### config.mk
export PLATFORM = sky130hd
export DESIGN_NAME = cp0_timer_ctrl
export DESIGN_NICKNAME = d
export VERILOG_FILES = /design/src/rtl/cp0_timer_ctrl_pkg.sv /design/src/rtl/cp0_timer.sv /design/src/rtl/cp0_timer_ctrl.sv
export SDC_FILE = /design/constraint.sdc
export NUM_CORES = 1
export LEC_CHECK = 0
export ABC_AREA = 1
export BUFFER_PORTS_ARGS = -buffer_cell sky130_fd_sc_hd__buf_2
export CORE_ASPECT_RATIO = 1.5
export CORE_MARGIN = 2
export CORE_UTILIZATION = 33
export DETAILED_ROUTE_END_ITERATION = 10
export GPL_TIMING_DRIVEN = 0
export HOLD_SLACK_MARGIN = 0.03
export PLACE_DENSITY = 0.57
export SETUP_SLACK_MARGIN = 0.05
export SLEW_MARGIN = 20
export SYNTH_ARGS = -nofsm -noshare
export SYNTH_HDL_FRONTEND = slang
export SYNTH_SLANG_ARGS = --single-unit
### constraint.sdc
create_clock -name clk -period 6.48 [get_ports clk]
set_clock_uncertainty 0.2 [all_clocks]
set_input_delay 0.324 -clock clk [delete_from_list [all_inputs] [get_ports clk]]
set_output_delay 0.324 -clock clk [all_outputs]
set_load 0.1 [all_outputs]
### src/rtl/cp0_timer_ctrl_pkg.sv
// Shared CP0 constants: register numbers, exception codes and SR/Cause bit positions.
package cp0_timer_ctrl_pkg;
    localparam logic [4:0] RegBadVAddr = 5'd8;
    localparam logic [4:0] RegCount    = 5'd9;
    localparam logic [4:0] RegCompare  = 5'd11;
    localparam logic [4:0] RegSR       = 5'd12;
    localparam logic [4:0] RegCause    = 5'd13;
    localparam logic [4:0] RegEPC      = 5'd14;
    localparam logic [4:0] RegPrID     = 5'd15;

    localparam logic [4:0] ExcInt  = 5'd0;
    localparam logic [4:0] ExcAdEL = 5'd4;
    localparam logic [4:0] ExcAdES = 5'd5;
    localparam logic [4:0] ExcRI   = 5'd10;
    localparam logic [4:0] ExcOv   = 5'd12;

    localparam int unsigned SrIE       = 0;
    localparam int unsigned SrEXL      = 1;
    localparam int unsigned SrImLo     = 10;
    localparam int unsigned CauseBD    = 31;
    localparam int unsigned CauseTI    = 30;
    localparam int unsigned CauseIpLo  = 10;
    localparam int unsigned CauseExcLo = 2;
endpackage

### src/rtl/cp0_timer.sv
// Count/Compare timer: prescaler, free-running Count, Compare and the sticky TI flag.
module cp0_timer #(
    parameter int unsigned COUNT_DIV = 1
) (
    input  logic        clk,
    input  logic        rst,
    input  logic        i_count_we,
    input  logic        i_cmp_we,
    input  logic [31:0] i_wdata,
    output logic [31:0] o_count,
    output logic [31:0] o_compare,
    output logic        o_ti
);
    localparam logic [7:0] PRESC_MAX = 8'(COUNT_DIV - 1);

    logic [7:0]  r_presc;
    logic [31:0] r_count;
    logic [31:0] r_compare;
    logic        r_ti;
    logic        w_tick;
    logic [31:0] w_count_inc;

    assign w_tick      = (r_presc == PRESC_MAX);
    assign w_count_inc = r_count + 32'd1;

    always_ff @(posedge clk or posedge rst) begin
        if (rst) begin
            r_presc   <= '0;
            r_count   <= '0;
            r_compare <= '0;
            r_ti      <= 1'b0;
        end else begin
            if (i_count_we) begin
                r_count <= i_wdata;
                r_presc <= '0;
            end else if (w_tick) begin
                r_count <= w_count_inc;
                r_presc <= '0;
            end else begin
                r_presc <= r_presc + 8'd1;
            end
            if (i_cmp_we)
                r_compare <= i_wdata;
            // TI only fires on an increment landing on Compare, never on a load.
            if (i_cmp_we)
                r_ti <= 1'b0;
            else if (!i_count_we && w_tick && (w_count_inc == r_compare))
                r_ti <= 1'b1;
        end
    end

    assign o_count   = r_count;
    assign o_compare = r_compare;
    assign o_ti      = r_ti;
endmodule

### src/rtl/cp0_timer_ctrl.sv
// MIPS CP0 beside the M stage: SR/Cause/EPC/PrID/BadVAddr, Count/Compare timer,
// interrupt/exception arbitration and the eret return address.
module cp0_timer_ctrl
    import cp0_timer_ctrl_pkg::*;
#(
    parameter int unsigned N_HWINT   = 6,
    parameter logic [31:0] PRID_VAL  = 32'h4B46_0002,
    parameter int unsigned COUNT_DIV = 1
) (
    input  logic               clk,
    input  logic               rst,
    input  logic [4:0]         A1,
    input  logic [4:0]         A2,
    input  logic [31:0]        DIn,
    input  logic               We,
    input  logic [31:0]        PC,
    input  logic               ExcInBd,
    input  logic [4:0]         ExcCode,
    input  logic [31:0]        BadVAddrIn,
    input  logic [N_HWINT-1:0] HWInt,
    input  logic               EXLClr,
    output logic               Req,
    output logic [31:0]        EPCOut,
    output logic [31:0]        DOut
);
    logic [31:0] r_sr;
    logic [31:0] r_epc;
    logic [31:0] r_badvaddr;
    logic        r_bd;
    logic [4:0]  r_exccode;
    logic [5:0]  r_ip;

    logic [5:0]  w_hw;
    logic [31:0] w_count;
    logic [31:0] w_compare;
    logic        w_ti;
    logic        w_exl;
    logic        w_int_req;
    logic        w_exc_req;
    logic        w_wr_ok;
    logic        w_addr_exc;
    logic [31:0] w_epc_entry;
    logic [1:0]  w_unused;

    always_comb begin
        w_hw = '0;
        w_hw[N_HWINT-1:0] = HWInt;
    end

    assign w_exl       = r_sr[SrEXL];
    assign w_int_req   = (|(r_ip & r_sr[SrImLo +: 6])) & r_sr[SrIE] & ~w_exl;
    assign w_exc_req   = (ExcCode != ExcInt) & ~w_exl;
    assign Req         = w_int_req | w_exc_req;
    assign w_wr_ok     = We & ~EXLClr & ~Req;
    assign w_addr_exc  = (ExcCode == ExcAdEL) || (ExcCode == ExcAdES);
    assign w_epc_entry = ExcInBd ? {PC[31:2] - 30'd1, 2'b00} : {PC[31:2], 2'b00};
    assign w_unused    = PC[1:0];

    cp0_timer #(
        .COUNT_DIV(COUNT_DIV)
    ) u_timer (
        .clk       (clk),
        .rst       (rst),
        .i_count_we(w_wr_ok && (A2 == RegCount)),
        .i_cmp_we  (w_wr_ok && (A2 == RegCompare)),
        .i_wdata   (DIn),
        .o_count   (w_count),
        .o_compare (w_compare),
        .o_ti      (w_ti)
    );

    always_ff @(posedge clk or posedge rst) begin
        if (rst) begin
            r_sr       <= '0;
            r_epc      <= '0;
            r_badvaddr <= '0;
            r_bd       <= 1'b0;
            r_exccode  <= '0;
            r_ip       <= '0;
        end else begin
            r_ip <= {w_hw[5] | w_ti, w_hw[4:0]};
            if (EXLClr) begin
                r_sr[SrEXL] <= 1'b0;
            end else if (Req) begin
                r_sr[SrEXL] <= 1'b1;
                r_exccode   <= w_int_req ? ExcInt : ExcCode;
                r_bd        <= ExcInBd;
                r_epc       <= w_epc_entry;
                if (!w_int_req && w_addr_exc)
                    r_badvaddr <= BadVAddrIn;
            end else if (We) begin
                if (A2 == RegSR)
                    r_sr <= DIn;
                else if (A2 == RegEPC)
                    r_epc <= {DIn[31:2], 2'b00};
            end
        end
    end

    always_comb begin
        DOut = '0;
        case (A1)
            RegBadVAddr: DOut = r_badvaddr;
            RegCount:    DOut = w_count;
            RegCompare:  DOut = w_compare;
            RegSR:       DOut = r_sr;
            RegCause:    DOut = {r_bd, w_ti, 14'b0, r_ip, 3'b0, r_exccode, 2'b00};
            RegEPC:      DOut = r_epc;
            RegPrID:     DOut = PRID_VAL;
            default:     DOut = '0;
        endcase
    end

    assign EPCOut = r_epc;
endmodule

==> results.md, run 1 <==
- Post-synth top area cell: dfrtp_1
- Total Routing Usage GR: 0.255
- Antenna Diode Count: 0
- Minimum clock period after layout: 4.18 ns
- Synth async-reset ratio: 1.00
- DP HPWL: approximately 35000 µm
- Die X-Extent: 152 µm
- Antenna violations before repair: 0
- Drt total wl: between 40000 and 50000 µm
- Leakage: 6.61 nW
- Largest net degree at the start of global routing: just under 100
- Reg-to-reg slack, setup: 3.47 ns
- Htree depth: 4
- PortBufs: 180
- EDFF count, synth: 0
- Final Slew Violations: 0
- Rows: between 80 and 90
- Area share of the largest cell type after synthesis: 0.413
- Setup WS pre-CTS: 2.46 ns
- Fill cell count: 3332
- Antenna-violating nets left: 0
- Hold_ws: 0.0433 ns
- Worst Setup Start Kind: input port
- Arrival time worst endpoint: 3.66 ns
- RSZ-0062 raised after global routing: false
- Crit-path max FO: 10
- CTS Buffer Depth: 2
- Mapped cell area: 10800 µm²
- Synth Flop Type: dfrtp_1
- Cells after Synth: 1513
- Starting Density: 0.333
- Cts bufs inserted: 17
- Initial drt markers: 909
- Root buffer cell: clkbuf_16
- Sequential area share after synthesis: 0.413
- Mean Syn Cell Area: 7.17 µm²
- Cell Pwr Density: 261 nW/µm²
- Worst r2r src: r_sr[15]$_DFFE_PP0P_
- WL per Instance: 19.9 µm
- Maximum VDD drop: 0.204 mV
- Tightest Pin Transition: 0.999 ns
- Ys Warns: 0
- Hold Buf Count CTS: 72
- Layout cells sized above 1: 0.160
- First-pass GRT wire length: roughly 66000 µm
- Fmax achieved: 239 MHz
- Crit path from: A1[2]
- Kind of critical path: in2out
- Max-Cap Viols: 0
- Gpl congestion: about 0.95
- Relative slew margins: 0.331
- TritonCTS clock tree: done
- Die area: 34400 µm²
- Final Hold Viols: 0
- Setup tns final: 0 ns
- Synthesized flop and latch total: between 150 and 200
- Worst setup path endpoint: DOut[15]
- Crit end category: primary output
- Worst-path clk slew: 0.07 ns
- Setup Buffers After CTS: 0
- Clk_lat worst skew: 0.46 ns
- Worst hold path type: in2reg
- Fin crit share: 0.645
- Via count: 11700
- Number of global-route vias before repair: 11600
- Total congestion overflow: 0
- Worst reg2reg path depth: 12
- Vias/cell: approximately 5.3
- Unique masters post-synth: 48
- Io pins: 187
- Nets: 1912
- Final setup fails: 0
- Core box area: 32500 µm²
- Area Growth Syn to Fin: 25.3%
- Final setup margin: 2.30 ns
- PostCTS Resize Cnt: 0
- Total iterations of the first detailed-routing run: 7
- Reg2reg end: EPCOut[22]$_DFFE_PP0P_
- Clock Sinks: about 180
- WP data required: about 6 ns
- Synth area leaders: dfrtp_1, nand2_1, inv_1
- DRC violations left: 0
- Die height: 226 µm
- Status: finished, final reports clean
-- power by group --
group          total (mW)  internal [mW]  switching, mW
logic                1.10          0.296          0.805
clock network        1.04          0.545          0.492
registers            1.41           1.27          0.145
-- worst max-delay path, cell delays in order --
cell	delay, ns
buf_2	0.12
nor3_1	0.28
inv_1	0.14
nor2_1	0.76
inv_1	0.44
clkbuf_1	0.45
o22ai_1	0.38
a21oi_1	0.10
o211ai_1	0.17
buf_2	0.49
-- kinds of logic (layout without fill, tap and decap cells) --
family,after synthesis,count (layout),synth area share
flops,179,179,0.413
simple gates,726,726,0.290
compound gates,307,307,0.171
buf+inv,268,553,0.0973
other cells,1,2,0.000346
xor+xnor,28,28,0.0239
fa+ha+maj,4,4,0.00461
-- layout by cell type, fill, tap and decap left out, types with 34 or more instances in the layout --
cell	instances
nor2_1	125
dlygate4sd3_1	72
nand2_1	426
dfrtp_1	179
clkbuf_1	34
a21oi_1	47
buf_2	201
inv_1	198
o21ai_1	48
nand3_1	87
o21ai_0	107
-- through the flow --
stage / utilization / instance area (µm²) / power (mW) / instances
floorplan: - / 10900 / 2.19 / 1514
global placement: 0.377 / 12300 / 2.47 / 2109
detailed placement: 0.378 / 12300 / 2.48 / 2110
CTS: 0.418 / 13600 / 3.55 / 2214
global route: 0.418 / 13600 / 3.70 / 2214
finish: 0.418 / 13600 / 3.55 / 2214
-- registers in the layout (all words and copies together) (netlist names) --
name and cells:
u_timer.o_ti 1, u_timer.r_presc 8, r_bd 1, EPCOut 30
r_ip 6, r_exccode 5, r_badvaddr 32, u_timer.o_compare 32
r_sr 32, u_timer.o_count 32
-- final cells by class --
type                    instances  area (µm²)  share of cell area
multi-input cells            1067        5320               0.391
flip-flops and latches        179        4480               0.329
repair buffers                253        1650               0.121
inverters                     208         791              0.0582
well taps                     415         519              0.0382
clock buffers                  19         443              0.0326
plain buffers                  60         273              0.0201
clock inverters                13         125             0.00920
-- worst min path at each step --
stage | from | endpoint | slack (ns) | cells past startpoint
2_1_floorplan | HWInt[0] | r_ip[0]$_DFF_PP0_ | 0.16 | 0
3_3_place_gp | HWInt[4] | r_ip[4]$_DFF_PP0_ | 0.25 | 1
3_5_place_dp | HWInt[1] | r_ip[1]$_DFF_PP0_ | 0.24 | 1
4_1_cts | PC[16] | EPCOut[16]$_DFFE_PP0P_ | 0.03 | 4
5_1_grt | DIn[0] | r_sr[0]$_DFFE_PP0P_ | 0.06 | 3
6_report | PC[16] | EPCOut[16]$_DFFE_PP0P_ | 0.04 | 4
-- synthesized netlist by cell type (all sizes together) (9+ instances only) --
library cell,instances
a21oi,48
a221oi,9
a22oi,16
buf,25
clkbuf,35
dfrtp,179
inv,207
nand2,435
nand3,91
nand4,31
nor2,140
nor3,16
o2111ai,12
o211ai,9
o21ai,156
o221ai,33
o22ai,16
xnor2,11
xor2,16
-- routing by layer --
layer	global-route usage	routed length (µm)
met1	0.286	16600
met2	0.457	22500
met3	0.0286	2210
met4	0.165	2850
met5	0	0
Note: power is estimated with default switching activity, not from simulation.
==> inputs of run 2 (changes only) <==
==> constraint.sdc (replaced) <==
create_clock -name clk -period 4.4 [get_ports clk]
set_clock_uncertainty 0.2 [all_clocks]
set_input_delay 0.22 -clock clk [delete_from_list [all_inputs] [get_ports clk]]
set_output_delay 0.22 -clock clk [all_outputs]
set_load 0.1 [all_outputs]
==> run 2 against run 1 <==
Against the previous run: die area is the same; count of clock-buffer cells in the layout grew 1; worst hold slack lost 0.019 ns; critical path depth is the same; cell area grew 3.7%; via count grew 1.7%; sequential share of layout area shrank 1.2 points; combinational power grew 52%; sequential power grew 48%; critical endpoint unchanged.
==> results.md, run 2 (synthesized netlist as in run 1, its figures left out) <==
- Minimum clock period after layout: 3.86 ns
- CP max stage delay: 0.77 ns
- Kind of critical path: in2out
- Power, Total: 5.41 mW
- Area Growth Syn to Fin: 29.9%
- Rows: 81
- Antenna Diode Count: 0
- TritonCTS clock tree: done
- Most common cell after layout, fill and taps aside: nand2_1
- Setup Buffers After CTS: 0
- Final setup fails: 0
- Clk_lat worst skew: about 0.46 ns
- Fmax achieved: 259 MHz
- CTS Buffer Depth: 2
- Final Slew Violations: 0
- Io pins: ~190
- Worst hold start: PC[25]
- PostCTS Resize Cnt: 0
- Max-Cap Viols: 0
- Tightest Pin Transition: 0.997 ns
- Antenna-violating nets left: 0
- Worst r2r src: r_ip[5]$_DFF_PP0_
- Total congestion overflow: 0
- Worst reg2reg path depth: 12
- Antenna violations before repair: 0
- First-pass GRT wire length: 68100 µm
- Reg-to-reg slack, setup: 1.37 ns
- Setup tns final: 0 ns
- Layout cells sized above 1: 0.160
- Gpl congestion: 0.965
- CP Cell Sequence: buf_2, nor3_1, inv_1, nor2_1, inv_1, clkbuf_1, o22ai_1, a21oi_1, o211ai_1, buf_2
- Drt total wl: 44900 µm
- Maximum VDD drop: 0.273 mV
- Worst hold path type: in2reg
- Worst-path clk slew: around 0.070 ns
- Initial drt markers: 996
- WL per Instance: approximately 20 µm
- Crit-path max FO: 10
- Fill cell count: about 3300
- Leakage: 6.83 nW
- Root buffer cell: clkbuf_16
- Number of global-route vias before repair: about 12000
- DP HPWL: between 30000 and 40000 µm
- RSZ-0062 raised after global routing: false
- Slowest cell on the critical path: nor2_1
- Cts bufs inserted: 17
- WP data required: 3.98 ns
- Worst Setup Start Kind: input port
- PortBufs: 180
- Largest net degree at the start of global routing: 34
- Hold-critical path endpoint: EPCOut[25]$_DFFE_PP0P_
- Die area: approximately 34000 µm²
- Vias/cell: roughly 5.3
- Core box area: 32500 µm²
- Arrival time worst endpoint: 3.44 ns
- Via count: 11900
- Clock Sinks: around 180
- Nets: approximately 2000
- Commonest cells after routing, fill and taps aside: nand2_1, buf_2, inv_1
- Status: finished, final reports clean
- Total iterations of the first detailed-routing run: 5
- Reg2reg end: EPCOut[18]$_DFFE_PP0P_
- Die height: 226 µm
- Total Routing Usage GR: 0.260
- Fin crit share: 0.877
- Final Hold Viols: 0
- Hold Buf Count CTS: 108
- Hold Path Cell Cnt: 4
- Crit end category: primary output
- Die X-Extent: between 150 and 200 µm
- Cell Pwr Density: about 380 nW/µm²
- Htree depth: 4
- Relative slew margins: 0.333
- Starting Density: 0.333
- DRC violations left: 0
[run 2: changes by cell type in the layout (fill, tap and decap cells not counted), moves of 2 or more]
cell / before / now
dlygate4sd3_1: 72 / 108
buf_12: 0 / 6
clkinv_2: 2 / 4
clkbuf_8: 1 / 3
bufinv_16: 1 / 3
inv_6: 4 / 1
[run 2: area by class of cell]
| class | instances | area [µm²] | share of cell area |
|---|---|---|---|
| plain buffers | 60 | 273 | 0.0194 |
| repair buffers | 294 | 2100 | 0.149 |
| inverters | 208 | 787 | 0.0558 |
| flip-flops and latches | 179 | 4480 | 0.318 |
| clock inverters | 12 | 153 | 0.0108 |
| clock buffers | 20 | 467 | 0.0331 |
| multi-input cells | 1067 | 5320 | 0.377 |
| well taps | 415 | 519 | 0.0368 |
[run 2: critical path: cells and delay by family]
| kind | cells | cell delay, ns |
|---|---|---|
| AO/OA/AOI/OAI | 3 | 0.62 |
| AND/OR/NAND/NOR | 2 | 0.98 |
| buffers and inverters | 5 | 1.61 |
[run 2: how the worst max path moves through the flow]
stage / startpoint / end / slack (ns) / depth (start not counted)
final: A1[2] / DOut[15] / 0.54 / 10
after global routing: A1[2] / DOut[15] / 0.49 / 10
after CTS: A1[2] / DOut[15] / 0.67 / 10
after detailed placement: A1[2] / DOut[15] / 0.68 / 10
after global placement: rst / EPCOut[3]$_DFFE_PP0P_ / 0.39 / 2
after floorplan: A1[0] / DOut[22] / 0.69 / 8
[run 2: through the flow]
stage | setup WS, ns | hold slack [ns] | util | cells | area [µm²]
finish | 0.541 | 0.0240 | 0.433 | 2255 | 14100
global route | 0.488 | 0.0870 | 0.433 | 2255 | 14100
CTS | 0.673 | 0.0315 | 0.433 | 2255 | 14100
detailed placement | 0.681 | 0.00562 | 0.381 | 2115 | 12400
global placement | 0.392 | 0.143 | 0.377 | 2109 | 12300
floorplan | 0.692 | 0.0514 | - | 1514 | 10900
[run 2: power breakdown]
group          leakage, nW  total, mW  switching (mW)  internal (mW)
logic                 4.19       1.67            1.20          0.475
clock network        0.306       1.65           0.711          0.940
registers             2.33       2.08           0.216           1.87
total                 6.83       5.41            2.12           3.28
[run 2: layer usage]
| metal | track usage | vias to the layer above | part of all wire |
|---|---|---|---|
| li1 | - | 5616 | - |
| met1 | 0.288 | 5659 | 0.38 |
| met2 | 0.482 | 512 | 0.52 |
| met3 | 0.0297 | 136 | 0.053 |
| met4 | 0.143 | 0 | 0.055 |
| met5 | 0 | - | 0 |
==> inputs of run 3 (changes only) <==
--- a/config.mk
+++ b/config.mk
@@ -14,6 +14,7 @@
 export GPL_TIMING_DRIVEN = 0
 export HOLD_SLACK_MARGIN = 0.03
 export PLACE_DENSITY = 0.57
+export RECOVER_POWER = 50
 export SETUP_SLACK_MARGIN = 0.05
 export SLEW_MARGIN = 20
 export SYNTH_ARGS = -nofsm -noshare
==> run 3 against run 2 <==
Against the previous run: the flow now finishes with violations (capacitance limit, slew limit); worst hold slack gained 0.0060 ns; flip-flop and latch count is the same; first-iteration DRC count shrank 8.3%.
==> results.md, run 3 (synthesized netlist as in run 1, its figures left out) <==
- Status: finished with violations
- Failing checks: capacitance limit, slew limit
- Worst hold path type: in2reg
- RSZ-0062 raised after global routing: false
- Setup tns final: 0 ns
- Hold_ws: between 0.02 and 0.03 ns
- Clk_lat worst skew: 0.46 ns
- Drt total wl: 44900 µm
- DRC violations left: 0
- Most common cell after layout, fill and taps aside: nand2_1
- Layout cells sized above 1: 0.142
- Hold Buf Count CTS: 108
- Final setup margin: 0.632 ns
- Nets: 1953
- Maximum VDD drop: 0.274 mV
- Cell Pwr Density: 385 nW/µm²
- Starting Density: 0.333
- Largest net degree at the start of global routing: 34
- Final setup fails: 0
- Area Growth Syn to Fin: 29.1%
- Arrival time worst endpoint: 3.35 ns
- Crit end category: primary output
- Worst Setup Start Kind: input port
- Total Routing Usage GR: 0.260
- Crit path from: A1[2]
- Final Hold Viols: 0
- Die area: 34400 µm²
- Die X-Extent: 152 µm
- Relative slew margins: -0.222
- Vias/cell: 5.26
- Setup WS pre-CTS: 0.681 ns
- Max-Cap Viols: 2
- TritonCTS clock tree: done
- Worst r2r src: r_ip[5]$_DFF_PP0_
- Worst hold start: PC[25]
- PortBufs: 180
- Total iterations of the first detailed-routing run: 6
- Clock Sinks: ~180
- First-pass GRT wire length: 68100 µm
- Initial drt markers: 913
- Kind of critical path: in2out
- # placed instances: 2115
- Gpl congestion: 0.965
- Tightest Pin Transition: 1.83 ns
- Root buffer cell: clkbuf_16
- Commonest cells after routing, fill and taps aside: nand2_1, inv_1, dfrtp_1
- Fin crit share: 0.856
- Antenna-violating nets left: 0
- Minimum clock period after layout: around 3.8 ns
- Number of global-route vias before repair: 12000
- Total congestion overflow: 0
- Leakage: between 6 and 7 nW
- Via count: 11900
- Core box area: 32500 µm²
- Htree depth: 4
- Reg-to-reg slack, setup: 1.37 ns
- Setup Buffers After CTS: 0
- DP HPWL: 35300 µm
- Final non-filler cell total: 2255
- Crit-path max FO: 10
- CTS Buffer Depth: 2
- WL per Instance: approximately 20 µm
- Core Util, Final: 0.431
- WP data required: ~4 ns
- Fmax achieved: 265 MHz
- Antenna Diode Count: 0
- Worst-path clk slew: 0.07 ns
- Cts bufs inserted: 17
- Final Slew Violations: 33
- Rows: a little over 80
- PostCTS Resize Cnt: 0
- Io pins: 187
- Antenna violations before repair: 0
- Die height: 226 µm
run 3: cell type report:
| cell class | count | area [µm²] |
|---|---|---|
| inverters | 208 | 785 |
| multi-input cells | 1067 | 5320 |
| clock buffers | 20 | 467 |
| well taps | 415 | 519 |
| plain buffers | 60 | 273 |
| flip-flops and latches | 179 | 4480 |
| fillers | 3331 | 18500 |
| clock inverters | 12 | 153 |
| repair buffers | 294 | 2020 |
run 3: routing by layer:
layer	global-route usage	share of wire	vias to the layer above	routed length [µm]
li1	-	-	5618	-
met1	0.288	0.37	5636	16800
met2	0.482	0.52	495	23400
met3	0.0297	0.052	122	2350
met4	0.143	0.053	0	2380
met5	0	0	-	0
run 3: critical path, stage by stage:
cell and delay [ns]:
buf_2 0.13, nor3_1 0.20, inv_1 0.12, nor2_1 0.72
inv_1 0.41, clkbuf_1 0.46, o22ai_1 0.34, a21oi_1 0.10
o211ai_1 0.16, buf_2 0.47
run 3: worst paths after layout:
check | endpoint | depth (start not counted)
setup / recovery | DOut[15] | 10
hold / removal | EPCOut[25]$_DFFE_PP0P_ | 4
setup reg to reg | EPCOut[18]$_DFFE_PP0P_ | 12
hold reg to reg | r_sr[3]$_DFFE_PP0P_ | 2
max in group asynchronous | r_ip[0]$_DFF_PP0_ | 7
min in group asynchronous | u_timer.o_compare[24]$_DFFE_PP0P_ | 3
run 3: through the flow:
step,cell area [µm²],power [mW]
CTS,14100,5.39
detailed placement,12400,3.67
floorplan,10900,3.23
global placement,12300,3.64
finish,14000,5.39
global route,14000,5.60
run 3: power by group:
group | internal (mW) | switching, mW | leakage, nW | total, mW
clock network | 0.940 | 0.715 | 0.306 | 1.65
logic | 0.454 | 1.19 | 4.08 | 1.65
registers | 1.87 | 0.216 | 2.33 | 2.09
total | 3.26 | 2.12 | 6.71 | 5.39
